## src/rtl/grf_multiport.sv

```systemverilog
// rtl/grf_multiport.sv - two-read/two-write register file with busy scoreboard and write bypass
// Write port 1 (A4) beats port 0 (A3) on the same address; SetBusy beats a write's busy-clear.
module grf_multiport #(
    parameter int DATA_W   = 32,
    parameter int ADDR_W   = 5,
    parameter int ZERO_REG = 1,
    parameter int BYPASS   = 1
) (
    input  logic              Clk,
    input  logic              Reset,
    input  logic [ADDR_W-1:0] A1,
    input  logic [ADDR_W-1:0] A2,
    output logic [DATA_W-1:0] Rd1,
    output logic [DATA_W-1:0] Rd2,
    input  logic [ADDR_W-1:0] A3,
    input  logic [DATA_W-1:0] Wd3,
    input  logic              We3,
    input  logic [ADDR_W-1:0] A4,
    input  logic [DATA_W-1:0] Wd4,
    input  logic              We4,
    input  logic              SetBusy,
    input  logic [ADDR_W-1:0] SetAddr,
    output logic              Busy1,
    output logic              Busy2,
    output logic              Collision
);
    localparam int DEPTH = 1 << ADDR_W;

    logic [DATA_W-1:0] r_regs [DEPTH] = '{default: '0};
    logic [DEPTH-1:0]  r_busy      = '0;
    logic              r_collision = 1'b0;

    logic w_zero1, w_zero2, w_zero3, w_zero4, w_zero_set;
    logic w_we3_eff, w_we4_eff, w_set_eff;

    assign w_zero1    = (ZERO_REG != 0) && (A1 == '0);
    assign w_zero2    = (ZERO_REG != 0) && (A2 == '0);
    assign w_zero3    = (ZERO_REG != 0) && (A3 == '0);
    assign w_zero4    = (ZERO_REG != 0) && (A4 == '0);
    assign w_zero_set = (ZERO_REG != 0) && (SetAddr == '0);

    assign w_we3_eff = We3 && !Reset && !w_zero3;
    assign w_we4_eff = We4 && !Reset && !w_zero4;
    assign w_set_eff = SetBusy && !Reset && !w_zero_set;

    always_ff @(posedge Clk) begin
        if (Reset) begin
            for (int i = 0; i < DEPTH; i++) begin
                r_regs[i] <= '0;
            end
            r_busy      <= '0;
            r_collision <= 1'b0;
        end else begin
            // Port 1 is written last so it overrides port 0 on an address clash.
            if (w_we3_eff) r_regs[A3] <= Wd3;
            if (w_we4_eff) r_regs[A4] <= Wd4;
            for (int i = 0; i < DEPTH; i++) begin
                if (w_set_eff && SetAddr == ADDR_W'(i)) begin
                    r_busy[i] <= 1'b1;
                end else if ((w_we3_eff && A3 == ADDR_W'(i)) ||
                             (w_we4_eff && A4 == ADDR_W'(i))) begin
                    r_busy[i] <= 1'b0;
                end
            end
            r_collision <= w_we3_eff && w_we4_eff && (A3 == A4);
        end
    end

    always_comb begin
        Rd1 = r_regs[A1];
        if (w_zero1) begin
            Rd1 = '0;
        end else if (BYPASS != 0 && w_we4_eff && A4 == A1) begin
            Rd1 = Wd4;
        end else if (BYPASS != 0 && w_we3_eff && A3 == A1) begin
            Rd1 = Wd3;
        end
    end

    always_comb begin
        Rd2 = r_regs[A2];
        if (w_zero2) begin
            Rd2 = '0;
        end else if (BYPASS != 0 && w_we4_eff && A4 == A2) begin
            Rd2 = Wd4;
        end else if (BYPASS != 0 && w_we3_eff && A3 == A2) begin
            Rd2 = Wd3;
        end
    end

    // Busy flags come from stored state only; same-cycle set/clear is not visible.
    assign Busy1     = r_busy[A1] && !w_zero1;
    assign Busy2     = r_busy[A2] && !w_zero2;
    assign Collision = r_collision;

endmodule

```

## config.mk

```make
export PLATFORM = sky130hd
export DESIGN_NAME = grf_multiport
export DESIGN_NICKNAME = d
export VERILOG_FILES = /design/src/rtl/grf_multiport.sv
export SDC_FILE = /design/constraint.sdc
export NUM_CORES = 2
export LEC_CHECK = 0
export CORE_MARGIN = 5
export CORE_UTILIZATION = 50
export DETAILED_ROUTE_END_ITERATION = 8
export PLACE_DENSITY = 0.64
export SLEW_MARGIN = 20
export SYNTH_ARGS = -nofsm -noshare
export SYNTH_HDL_FRONTEND = slang
export SYNTH_SLANG_ARGS = --single-unit
```

## constraint.sdc

```tcl
create_clock -name Clk -period 7.2 [get_ports Clk]
set_input_delay 1.44 -clock Clk [delete_from_list [all_inputs] [get_ports Clk]]
set_output_delay 1.44 -clock Clk [all_outputs]
set_load 0.05 [all_outputs]
```

==> key figures <==
Drt
  • Via count: 49700
  • Initial DRT Pass Iterations: 8
  • DRC Markers: 0
  • Final WL: 272 mm
  • DR WL/cell: 44.4 um
  • Antenna Nets Post-Route: 0
  • Number of DRC markers in iteration 0: 9598
  • Vias per std cell: 8.10

Setup path
  • Worst path cell trace: buf_8, buf_4, nor2_1, nand3b_1, nand3b_1, buf_4, o211ai_1, buf_12
  • CP max-delay cell: buf_4
  • CP Class: in2out
  • WP data arrival: 4.94 ns
  • Crit. End Element: primary output
  • Reg2reg end: r_busy[7]
  • Worst-path fanout max: 66
  • R2R depth: 2
  • Startpoint type of the worst setup path: primary input
  • Worst Path Required: 5.76 ns
  • Worst reg2reg setup slack: 6.51 ns
  • Reg2reg start: r_busy[7]
  • Largest stage delay, worst path: 0.87 ns

Clock tree
  • Post-CTS setup buffer count: 0
  • CTS sink count: 1057
  • CTS Buffer Depth: 3
  • Total CTS buffers: 115
  • Worst-path clk slew: 0.06 ns
  • H-tree levels: 3
  • Insertion delay to the later sink of the worst-skew pair: 0.71 ns
  • Root Buffer: clkbuf_16
  • CTS-repair resized insts: 0
  • CTS tree: yes
  • Post-CTS Hold Buffers: 0

Yosys
  • Main synth FF type: edfxtp_1
  • Cells after Synth: 4549
  • Syn Std Cell Area: 0.0616 mm^2
  • Synth async-reset ratio: 0%
  • YS warnings: 0
  • Yosys cell types: 52
  • Synthesized area per cell: 13.6 um^2
  • Seq cells post-synth: 1057
  • Register area share after synthesis: 51.0%
  • Post-synth EDFFs: 1024

Timing
  • Setup Skew: 0 ns
  • Worst slew pin tran: 1.24 ns
  • Final slew viol count: 0
  • Final setup fails: 0
  • Final hold vios: 0
  • Tcrit/Tclk final: 88.6%
  • Slew HR: 17.1%
  • Final setup TNS: 0 ns
  • RSZ-0062 raised after global routing: no
  • Hold WS: 0.478 ns
  • Fmax: 157 MHz
  • Final min period: 6.38 ns

Floorplanning
  • Row cnt: 128
  • Die width: 361 um
  • Die ar.: 0.130 mm^2
  • I/O Pins: 161
  • Die height: 361 um
  • Starting density of the core: 50.4%
  • Area of the core: 0.122 mm^2

Pwr
  • Sw Share: 28.2%
  • Peak supply drop: 0.198 mV
  • Register share of total power: 46.2%
  • Clock Power Share: 37.1%
  • NetSw: 4460 uW
  • Pwr/cell area: 229 mW/mm^2
  • P_int: 11300 uW
  • Leakage: 0.0238 uW
  • Comb power frac: 16.7%

Run status
  • Run status: completed

Cells and area
  • Post-layout net count: 4492
  • Area grow syn2layout: 12.2%
  • Most frequent cells in the layout: a22o_1 (1058), edfxtp_1 (1024), mux4_2 (360), mux2i_1 (342), buf_4 (260)
  • # fillers: 9705
  • Layout cells sized above 1: 23.4%
  • Multi-input logic area: 0.0277 mm^2
  • Finished Core Util: 56.6%
  • Sequential Area: 0.0314 mm^2
  • Most common cell after layout, fill and taps aside: a22o_1

GRT
  • Largest net degree at the start of global routing: 87
  • Total GRT Usage: 40.2%
  • First-pass GRT wire length: 372 mm
  • Overflow after GRT: 0
  • Initial antenna violation count: 15
  • Vias in the first global route: 46900

Min path
  • Depth of the worst hold-timing path: 1
  • Hold Crit Start: r_busy[0]
  • Hold Path Class: reg2reg
  • Hold EP: r_busy[0]

Placement
  • Post-DP HPWL: 163 mm
  • Port bufs: 160
  • Gpl congestion: 0.988

Job
  • Total of max-cap violations: 0
[power by group through the flow]
stage | sequential, uW | clock [uW] | combinational (uW)
floorplan | 7340 | 0 | 1510
detailed placement | 7410 | 0 | 2550
global placement | 7380 | 0 | 2540
finish | 7290 | 5870 | 2640
global route | 7320 | 6090 | 2670
CTS | 7280 | 5850 | 2560
[metrics by stage]
step           total power (uW)  setup slack [ns]  cell area, um^2  instances
5_1_grt                   16100             0.965            69100       6120
6_report                  15800             0.820            69200       6130
4_1_cts                   15700              1.05            69100       6116
2_1_floorplan              8850              1.96            61800       4580
3_5_place_dp               9950              1.07            65500       5906
3_3_place_gp               9920              1.06            65500       5905
[logic make-up after synthesis]
group / Yosys count / synth area share, %
compound gates: 1515 / 20.4
flops: 1057 / 51.0
mux: 765 / 19.9
buf+inv: 764 / 5.08
simple gates: 422 / 3.30
xor+xnor: 25 / 0.355
other cells: 1 / 0.00608
[sequential cells by signal, indices dropped and copies added (netlist names)]
signal and flops:
Collision 1, r_regs 1024, r_busy 32
[cells in the mapped netlist (2+ instances only)]
cell type / count / area, um^2
or3_1: 30 / 188
nand3_1: 22 / 110
a311oi_1: 31 / 272
nand2b_1: 4 / 25.0
nand4b_1: 3 / 26.3
buf_2: 107 / 536
inv_1: 48 / 180
a22o_1: 1058 / 9270
nor3b_1: 2 / 15.0
buf_1: 78 / 293
and2_1: 2 / 12.5
a221oi_1: 31 / 272
o22ai_1: 77 / 482
a21oi_1: 66 / 330
buf_6: 4 / 45.0
nor3_1: 39 / 195
mux2_2: 63 / 709
xor2_1: 7 / 61.3
o211ai_1: 33 / 248
mux2i_1: 342 / 3420
and4_1: 2 / 17.5
xnor2_1: 18 / 158
nand4_1: 50 / 313
o21ai_0: 46 / 230
clkbuf_1: 500 / 1880
o221ai_1: 77 / 674
dfxtp_1: 33 / 661
o211ai_2: 16 / 200
buf_4: 27 / 203
mux4_2: 360 / 8110
edfxtp_1: 1024 / 30700
a22oi_1: 43 / 323
nand3b_1: 7 / 52.6
nor2_1: 75 / 282
nand2_1: 159 / 597
a211oi_1: 32 / 240
nor2b_1: 16 / 100
or3b_2: 2 / 17.5
and2_0: 2 / 12.5
[worst max-delay path: cells and delay by family]
kind                   cells  cell delay (ns)
buffers and inverters      4             1.78
AOI/OAI and AO/OA          1             0.70
and+or+nand+nor            3             0.89
[per-layer routing]
layer	up-vias	global-route usage, %	wire length (um)
met2	5003	56.5	112000
met1	25000	52.6	94500
li1	18600	-	-
met3	1082	16.9	46000
met4	16	22.7	19100
met5	-	0.508	135
[how the worst max path moves through the flow]
| stage | from | to | slack (ns) | depth (start not counted) |
|---|---|---|---|---|
| 2_1_floorplan | A3[0] | Rd1[1] | 1.96 | 9 |
| 3_3_place_gp | A2[1] | Rd2[15] | 1.06 | 8 |
| 3_5_place_dp | A2[1] | Rd2[15] | 1.07 | 8 |
| 4_1_cts | A2[1] | Rd2[15] | 1.05 | 8 |
| 5_1_grt | A2[1] | Rd2[15] | 0.97 | 8 |
| 6_report | A2[1] | Rd2[15] | 0.82 | 8 |
[layout make-up]
| cell class | count | area share [%] |
|---|---|---|
| flip-flops and latches | 1057 | 45.4 |
| clock inverters | 62 | 0.789 |
| repair buffers | 417 | 6.00 |
| multi-input cells | 2759 | 40.1 |
| well taps | 1625 | 2.94 |
| diodes | 14 | 0.0507 |
| clock buffers | 148 | 4.43 |
| inverters | 48 | 0.261 |
Note: power is estimated with default switching activity, not from simulation.
